File: src/rtl/ripple_count_monitor.sv
// -----------------------------------------------------------------------------
// ripple_count_monitor
//
// Purpose:
//    Consumes the raw output of a ripple counter. Because ripple outputs
//    settle bit by bit, the raw count is first filtered: a value is accepted
//    only after it has been sampled unchanged on STABLE_CYCLES+2 consecutive
//    edges. Each accepted change is classified as a wrap (max -> 0), a skip
//    (anything other than +1) or a threshold hit (arrival at THRESH). The
//    resulting event is offered through a single-entry valid/ready register.
//    A running modulo count of wraps is also kept.
//
// Ports:
//    clk           in   system clock, rising edge
//    rst           in   synchronous active-high reset (priority over clr)
//    cnt_in        in   raw ripple counter value
//    clr           in   synchronous clear of wrap count, overflow, event reg
//                       and stable_valid (filter state and cnt_stable kept)
//    cnt_stable    out  last accepted count
//    stable_valid  out  a value has been accepted since reset/clr
//    upd_pulse     out  one-cycle pulse on each accept
//    wrap_count    out  number of wrap events, modulo 2^WRAP_WIDTH
//    evt_valid     out  event register occupied
//    evt_ready     in   consumer takes the event
//    evt_code      out  01 wrap, 10 skip, 11 threshold, 00 idle
//    evt_value     out  cnt_stable value that produced the event
//    evt_overflow  out  sticky: an event was dropped
// -----------------------------------------------------------------------------
module ripple_count_monitor #(
   parameter int WIDTH         = 4,
   parameter int STABLE_CYCLES = 2,
   parameter int THRESH        = 10,
   parameter int WRAP_WIDTH    = 8
) (
   input  logic                  clk,
   input  logic                  rst,
   input  logic [WIDTH-1:0]      cnt_in,
   input  logic                  clr,
   output logic [WIDTH-1:0]      cnt_stable,
   output logic                  stable_valid,
   output logic                  upd_pulse,
   output logic [WRAP_WIDTH-1:0] wrap_count,
   output logic                  evt_valid,
   input  logic                  evt_ready,
   output logic [1:0]            evt_code,
   output logic [WIDTH-1:0]      evt_value,
   output logic                  evt_overflow
);

   localparam int               SC_W     = $clog2(STABLE_CYCLES + 1);
   localparam logic [SC_W-1:0]  SC_MAX   = SC_W'(STABLE_CYCLES);
   localparam logic [WIDTH-1:0] CNT_MAX  = {WIDTH{1'b1}};
   localparam logic [WIDTH-1:0] CNT_ZERO = {WIDTH{1'b0}};
   localparam logic [WIDTH-1:0] THR_VAL  = WIDTH'(THRESH);

   localparam logic [1:0] EVT_NONE   = 2'b00;
   localparam logic [1:0] EVT_WRAP   = 2'b01;
   localparam logic [1:0] EVT_SKIP   = 2'b10;
   localparam logic [1:0] EVT_THRESH = 2'b11;

   // filter state
   logic [WIDTH-1:0]      s_q, s_d;
   logic [SC_W-1:0]       sc_q, sc_d;
   // published value
   logic [WIDTH-1:0]      cnt_stable_q, cnt_stable_d;
   logic                  stable_valid_q, stable_valid_d;
   logic                  upd_pulse_q, upd_pulse_d;
   // statistics and event register
   logic [WRAP_WIDTH-1:0] wrap_count_q, wrap_count_d;
   logic                  evt_valid_q, evt_valid_d;
   logic [1:0]            evt_code_q, evt_code_d;
   logic [WIDTH-1:0]      evt_value_q, evt_value_d;
   logic                  evt_overflow_q, evt_overflow_d;

   // combinational helpers
   logic                  match_s;
   logic                  accept_s;
   logic [1:0]            new_code_s;
   logic                  pop_s;

   // Filter, accept decision, classification and next-state for all registers.
   always_comb begin
      s_d            = cnt_in;
      sc_d           = sc_q;
      cnt_stable_d   = cnt_stable_q;
      stable_valid_d = stable_valid_q;
      upd_pulse_d    = 1'b0;
      wrap_count_d   = wrap_count_q;
      evt_valid_d    = evt_valid_q;
      evt_code_d     = evt_code_q;
      evt_value_d    = evt_value_q;
      evt_overflow_d = evt_overflow_q;
      new_code_s     = EVT_NONE;

      match_s = (cnt_in == s_q);

      // saturating run counter; any difference restarts it
      if (!match_s) begin
         sc_d = {SC_W{1'b0}};
      end else if (sc_q == SC_MAX) begin
         sc_d = sc_q;
      end else begin
         sc_d = sc_q + SC_W'(1);
      end

      // the "!stable_valid" term lets a value equal to cnt_stable be
      // re-accepted (silently) after a clr
      accept_s = match_s && (sc_q == SC_MAX) &&
                 ((s_q != cnt_stable_q) || !stable_valid_q);

      // only a change relative to an already-valid value is classified
      if (accept_s && stable_valid_q) begin
         if ((cnt_stable_q == CNT_MAX) && (s_q == CNT_ZERO)) begin
            new_code_s = EVT_WRAP;
         end else if (s_q != (cnt_stable_q + WIDTH'(1))) begin
            new_code_s = EVT_SKIP;
         end else if (s_q == THR_VAL) begin
            new_code_s = EVT_THRESH;
         end else begin
            new_code_s = EVT_NONE;
         end
      end else begin
         new_code_s = EVT_NONE;
      end

      pop_s = evt_valid_q && evt_ready;

      if (clr) begin
         // clr suppresses any accept/event on this edge
         stable_valid_d = 1'b0;
         wrap_count_d   = {WRAP_WIDTH{1'b0}};
         evt_valid_d    = 1'b0;
         evt_code_d     = EVT_NONE;
         evt_value_d    = CNT_ZERO;
         evt_overflow_d = 1'b0;
      end else begin
         if (accept_s) begin
            cnt_stable_d   = s_q;
            stable_valid_d = 1'b1;
            upd_pulse_d    = 1'b1;
         end else begin
            cnt_stable_d   = cnt_stable_q;
         end

         // wraps are counted even when the event itself is dropped
         if (new_code_s == EVT_WRAP) begin
            wrap_count_d = wrap_count_q + WRAP_WIDTH'(1);
         end else begin
            wrap_count_d = wrap_count_q;
         end

         if (new_code_s != EVT_NONE) begin
            if (!evt_valid_q || pop_s) begin
               evt_valid_d = 1'b1;
               evt_code_d  = new_code_s;
               evt_value_d = s_q;
            end else begin
               // held event stays; the newcomer is lost
               evt_overflow_d = 1'b1;
            end
         end else if (pop_s) begin
            evt_valid_d = 1'b0;
            evt_code_d  = EVT_NONE;
            evt_value_d = CNT_ZERO;
         end else begin
            evt_valid_d = evt_valid_q;
         end
      end
   end

   // State registers with synchronous reset.
   always_ff @(posedge clk) begin
      if (rst) begin
         s_q            <= CNT_ZERO;
         sc_q           <= {SC_W{1'b0}};
         cnt_stable_q   <= CNT_ZERO;
         stable_valid_q <= 1'b0;
         upd_pulse_q    <= 1'b0;
         wrap_count_q   <= {WRAP_WIDTH{1'b0}};
         evt_valid_q    <= 1'b0;
         evt_code_q     <= EVT_NONE;
         evt_value_q    <= CNT_ZERO;
         evt_overflow_q <= 1'b0;
      end else begin
         s_q            <= s_d;
         sc_q           <= sc_d;
         cnt_stable_q   <= cnt_stable_d;
         stable_valid_q <= stable_valid_d;
         upd_pulse_q    <= upd_pulse_d;
         wrap_count_q   <= wrap_count_d;
         evt_valid_q    <= evt_valid_d;
         evt_code_q     <= evt_code_d;
         evt_value_q    <= evt_value_d;
         evt_overflow_q <= evt_overflow_d;
      end
   end

   assign cnt_stable   = cnt_stable_q;
   assign stable_valid = stable_valid_q;
   assign upd_pulse    = upd_pulse_q;
   assign wrap_count   = wrap_count_q;
   assign evt_valid    = evt_valid_q;
   assign evt_code     = evt_code_q;
   assign evt_value    = evt_value_q;
   assign evt_overflow = evt_overflow_q;

endmodule

File: config.mk
export PLATFORM = sky130hd
export DESIGN_NAME = ripple_count_monitor
export DESIGN_NICKNAME = d
export VERILOG_FILES = /design/src/rtl/ripple_count_monitor.sv
export SDC_FILE = /design/constraint.sdc
export NUM_CORES = 1
export LEC_CHECK = 0
export ABC_AREA = 1
export CAP_MARGIN = 20
export CORE_MARGIN = 1.5
export CORE_UTILIZATION = 50
export CTS_CLUSTER_DIAMETER = 40
export CTS_CLUSTER_SIZE = 10
export DETAILED_ROUTE_END_ITERATION = 12
export PLACE_DENSITY = 0.79
export SYNTH_ARGS = -nofsm -noshare
export SYNTH_HDL_FRONTEND = slang
export SYNTH_SLANG_ARGS = --single-unit
File: constraint.sdc
create_clock -name clk -period 2.05 [get_ports clk]
set_input_delay 0.41 -clock clk [delete_from_list [all_inputs] [get_ports clk]]
set_output_delay 0.41 -clock clk [all_outputs]
set_load 0.05 [all_outputs]
# [Word level (Yosys, flattened, before mapping)]
# Cells that the tools add are included.
[totals] reg_bits=28
[classes] n_mux=14 reduce_logical=17 bitwise_logic=3 addsub=3 n_eq_ne=8
[op_table] cell="$mux W2" n=7
[op_table] cell="$mux W4" n=3
[op_table] cell="$add A8 B1 Y8 const B" n=1
[op_table] cell="$eq A4 B4 Y1 const B" n=2
[op_table] cell="$ne A4 B4 Y1" n=2
[op_table] cell="$reduce_and A2 Y1" n=3
[op_table] cell="$logic_and A1 B1 Y1" n=5
[op_table] cell="$add A4 B1 Y4 const B" n=1
[op_table] cell="$eq A4 B4 Y1" n=1
[op_table] cell="$logic_not A4 Y1" n=1
[op_table] cell="$mux W1" n=4
[op_table] cell="$reduce_bool A2 Y1" n=2
[op_table] cell="$reduce_or A2 Y1" n=2
[op_table] cell="$not A1 Y1" n=3
[op_table] cell="$add A2 B1 Y2 const B" n=1
[op_table] cell="$eq A2 B1 Y1 const B" n=1
[op_table] cell="$eq A2 B2 Y1 const B" n=1
[op_table] cell="$logic_not A1 Y1" n=2
[op_table] cell="$logic_or A1 B1 Y1" n=2
[op_table] cell="$ne A2 B1 Y1 const B" n=1

# [Logic depth before layout (Yosys ltp)]
[depth] ltp_word=8 ltp_mapped=15

# [Least setup slack after synthesis]
# OpenSTA, ideal clock, no wires.
[synth_timing] kind="register -> register" start="register cnt_stable_q[1], in the netlist cnt_stable[1]" end="register wrap_count_q[3], in the netlist wrap_count[3]" path_stages_with_launch=16 setup_time_ns=0.115 n_path_buf=0 period_less_slack_ns=2.136 path_slack_ns=-0.086 t_required_ns=1.935 arrival_ns=2.021 cell_sequence="dfxtp_1 ha_1 inv_1 nand2_1 nand2_1 nand2_1 nor2_2 nand2_2 nor2_4 nand2_2 nand2_2 nand3b_4 nor2_2 nand2_1 nand2_1 nor2_1"
[synth_via] elab_chain_cells=6 word_cells_on_any_way=12 classes_between="1 x add/sub; 4 x eq/ne; 3 x mux; 4 x reduce/logical"
[synth_lines] element="start: declaration" line_no="65" rtl="logic [WIDTH-1:0] cnt_stable_q, cnt_stable_d;"
[synth_lines] element="start signal: assignment" line_no="187" rtl="cnt_stable_q <= cnt_stable_d;"
[synth_lines] element="$add A4 B1 Y4 / $ne A4 B4 Y1 (equally long branches)" line_no="115, 109"
[synth_lines] element="$ne A4 B4 Y1 / $logic_or A1 B1 Y1 (equally long branches)" line_no="115, 109"
[synth_lines] element="$mux W2 / $logic_and A1 B1 Y1 (equally long branches)" line_no="115, 108"
[synth_lines] element="$mux W2 / $logic_and A1 B1 Y1 (equally long branches)" line_no="113, 112"
[synth_lines] element="$mux W2 *" line_no="112" rtl="if (accept_s && stable_valid_q) begin"
[synth_lines] element="$eq A2 B1 Y1 *" line_no="146" rtl="if (new_code_s == EVT_WRAP) begin"
[synth_lines] element="end signal: assignment" line_no="179" rtl="wrap_count_q <= {WRAP_WIDTH{1'b0}};"
[synth_lines] element="end signal: assignment" line_no="190" rtl="wrap_count_q <= wrap_count_d;"
[synth_lines] element="end: declaration" line_no="69" rtl="logic [WRAP_WIDTH-1:0] wrap_count_q, wrap_count_d;"
# Mark *: on every way between the ends. The rest lies on a longest branch, timed or not.
# A chain may end at the register's enable or synchronous reset.

# [Worst setup path in the final report]
[layout_timing] start="register wrap_count_q[3], in the netlist wrap_count[3]" end="output wrap_count[3]"
[layout_lines] element="end: declaration" line_no="42" rtl="output logic [WRAP_WIDTH-1:0] wrap_count,"
# No word-level cell between the ends.

==> flow_metrics.py <==
metrics = {
    "clock_network": {
        "hold_buffers": 0,
        "root_buffer": "clkbuf_4",
        "clk_latency_ps": 320,
        "clk_pin_slew_worst_paths_ps": 150,
        "postCtsSetupRepairBufs": 0,
        "cts_resized": 0,
        "numCtsBuffers": 3,
        "clkSinkCount": 28,
        "h-tree-depth": 1,
        "tritoncts": "yes",
        "clockBufferDepth": 2,
    },
    "logic_synthesis": {
        "synth_area_um2": 1420,
        "ys_seq_area_share_pct": 39.4,
        "yosys_warnings": 0,
        "syn-num-nets": 204,
        "avgSynthCellArea_um2": 7.37,
        "synth_seq_cells": 28,
        "synthCells": 193,
        "synth_cell_types": 24,
    },
    "critical_path": {
        "path_max_fanout": 5,
        "crit_type": "reg -> out",
        "cpMaxStageDelayCell": "clkdlybuf4s50_1",
        "crit_arrival_ps": 1570,
        "ff2ff_setup_slack_ps": 180,
        "rr_worst_depth": 12,
        "slowest_delay_ps": 830,
        "worst_ep_required_time_ps": 1640,
        "r2r_end": "wrap_count[6]",
        "crit_path_start_kind": "register",
        "crit_path_end_kind": "primary output",
        "crit_path_start": "wrap_count[3]",
        "r2r-start": "cnt_stable[0]",
        "worst-path-buf-inv": 1,
        "crit_path_cell_trace": "clkdlybuf4s50_1",
        "cpLargestDelayFamily": "buffers and inverters",
    },
    "sta": {
        "hold_viol_final": 0,
        "skew_ps": 4.28,
        "slew_viol_final": 0,
        "setup_slack_ps": 65.1,
        "fin_setup_tns_ps": 0,
        "max_slew_margin_pct": 66.5,
        "grt_setup_unrepaired": "false",
        "post-route-period-util_pct": 96.8,
        "report.final.setup_viol": 0,
        "worstMarginPinSlew_ps": 502,
        "min_period_ps": 1980,
        "fmax_ghz": 0.504,
    },
    "global_routing": {
        "grt_overflow": 0,
        "track_usage_pct": 19.3,
        "grt_max_degree": 17,
        "antenna_found_initial": 0,
        "grt_pass1_wl_um": 4970,
        "grt_pass1_vias": 1230,
    },
    "placed_design": {
        "post-place-ws_ps": -94.6,
        "gp_congestion": 0.831,
        "io_buffers": 29,
        "dp_hpwl_um": 2250,
    },
    "drt": {
        "wire_per_inst_um": 11.1,
        "vias": 1319,
        "firstDrtPassIters": 4,
        "drt_wl_total_um": 2850,
        "postRouteAntennaNets": 0,
        "vias_per_cell": 5.11,
        "first_iter_violations": 27,
        "drc_errors": 0,
    },
    "power_and_ir_drop": {
        "peakVddDrop_uv": 391,
        "power.internal_w": 0.000778,
        "clock_power_share_pct": 36.2,
        "powerDensity_nw_per_um2": 540,
        "p_sw_w": 0.000210,
        "sw_frac_of_total_pct": 21.2,
        "pwr-share-seq_pct": 56.5,
        "p_comb_share_pct": 7.3,
        "p_leak_nw": 0.761,
    },
    "final_layout": {
        "fillers": 234,
        "area_growth_pct": 28.5,
        "mostFrequentLayoutCell": "nand2_1",
        "diodes": 0,
        "layout_common_cells": "40 x nand2_1, 26 x dfxtp_1, 26 x clkdlybuf4s50_1",
        "final_layout_size_suffix_gt1_share_pct": 12.8,
        "fin_nets": 239,
    },
    "min_path": {
        "worstHoldStart": "evt_value[0]",
        "worstHoldEndpoint": "evt_value[0]",
        "min_path_cells": 2,
        "hold_class": "reg -> reg",
    },
    "die": {
        "die_area_um2": 3170,
        "initial_utilization_pct": 52.0,
        "die_height_um": 56.3,
        "chipWidth_um": 56.3,
        "rows": 19,
        "core_um2": 2730,
        "pin_count": 30,
    },
    "run": {
        "drv_cap": 0,
    },
    "run_status": {
        "outcome": "finished, final reports clean",
    },
}
-- cells by family after synthesis --
family,share of synthesized area [%]
and+or+nand+nor,34.2
adders and majority gates,2.64
xor gates and xnor gates,5.54
AOI/OAI and AO/OA,11.3
buffers and inverters,6.95
DFF,39.4
-- power groups by stage --
| stage | registers (W) | logic, W | clock network (W) |
|---|---|---|---|
| finish | 0.000558 | 0.0000722 | 0.000358 |
| global placement | 0.000569 | 0.0000705 | 0 |
| global route | 0.000559 | 0.0000819 | 0.000390 |
| CTS | 0.000558 | 0.0000727 | 0.000367 |
| detailed placement | 0.000569 | 0.0000722 | 0 |
| floorplan | 0.000567 | 0.0000469 | 0 |
-- cells in the mapped netlist (all sizes together) --
master  count  share of area, %
a21oi      20               7.0
a31oi       1               1.5
buf         1              0.35
clkbuf      1              0.26
dfxtp      28                39
ha          3               2.6
inv        24               6.3
nand2      45                13
nand3      20               7.0
nand3b      1               1.4
nand4       4               2.8
nor2       26               9.0
nor3        1              0.35
o21ai       7               2.7
or2         2              0.88
xnor2       5               3.1
xor2        4               2.5
-- routing by layer --
layer | track usage [%] | wire [µm] | up-vias
met5 | 0 | 0 | -
met4 | 6.12 | 19 | 0
met3 | 2.53 | 94 | 2
met2 | 33.3 | 1370 | 27
met1 | 24.8 | 1360 | 600
li1 | - | - | 690
-- state kept, by name, indices dropped and copies added (netlist names) --
signal	count
stable_valid	1
s_q	4
evt_code	2
wrap_count	8
evt_overflow	1
evt_value	4
sc_q	2
upd_pulse	1
cnt_stable	4
evt_valid	1
-- worst max path at each step --
stage / slack (ps) / endpoint / depth (start not counted)
floorplan: 120 / wrap_count[3] / 15
global placement: -80 / cnt_stable[0] / 8
detailed placement: -90 / cnt_stable[0] / 8
CTS: 5 / stable_valid / 1
global route: 3 / wrap_count[3] / 1
finish: 70 / wrap_count[3] / 1
-- per-stage QoR --
| step | hold slack [ps] | power, W | cell area [µm²] | cells | utilization, % |
|---|---|---|---|---|---|
| 2_1_floorplan | 450 | 0.000613 | 1430 | 193 | - |
| 3_3_place_gp | 461 | 0.000639 | 1770 | 254 | 64.7 |
| 3_5_place_dp | 463 | 0.000641 | 1770 | 254 | 64.7 |
| 4_1_cts | 494 | 0.000997 | 1820 | 258 | 66.6 |
| 5_1_grt | 520 | 0.00103 | 1830 | 258 | 66.9 |
| 6_report | 494 | 0.000988 | 1830 | 258 | 66.9 |
-- final cells by class --
type                    count  area, µm²  share of cell area (%)
clock buffers               3       22.5                    1.23
clock inverters             1       30.0                    1.64
inverters                  24       90.1                    4.93
multi-input cells         139        763                    41.8
flip-flops and latches     28        563                    30.8
well taps                  31       38.8                    2.12
repair buffers             32        320                    17.5
Power figures use the tool's default switching activity.
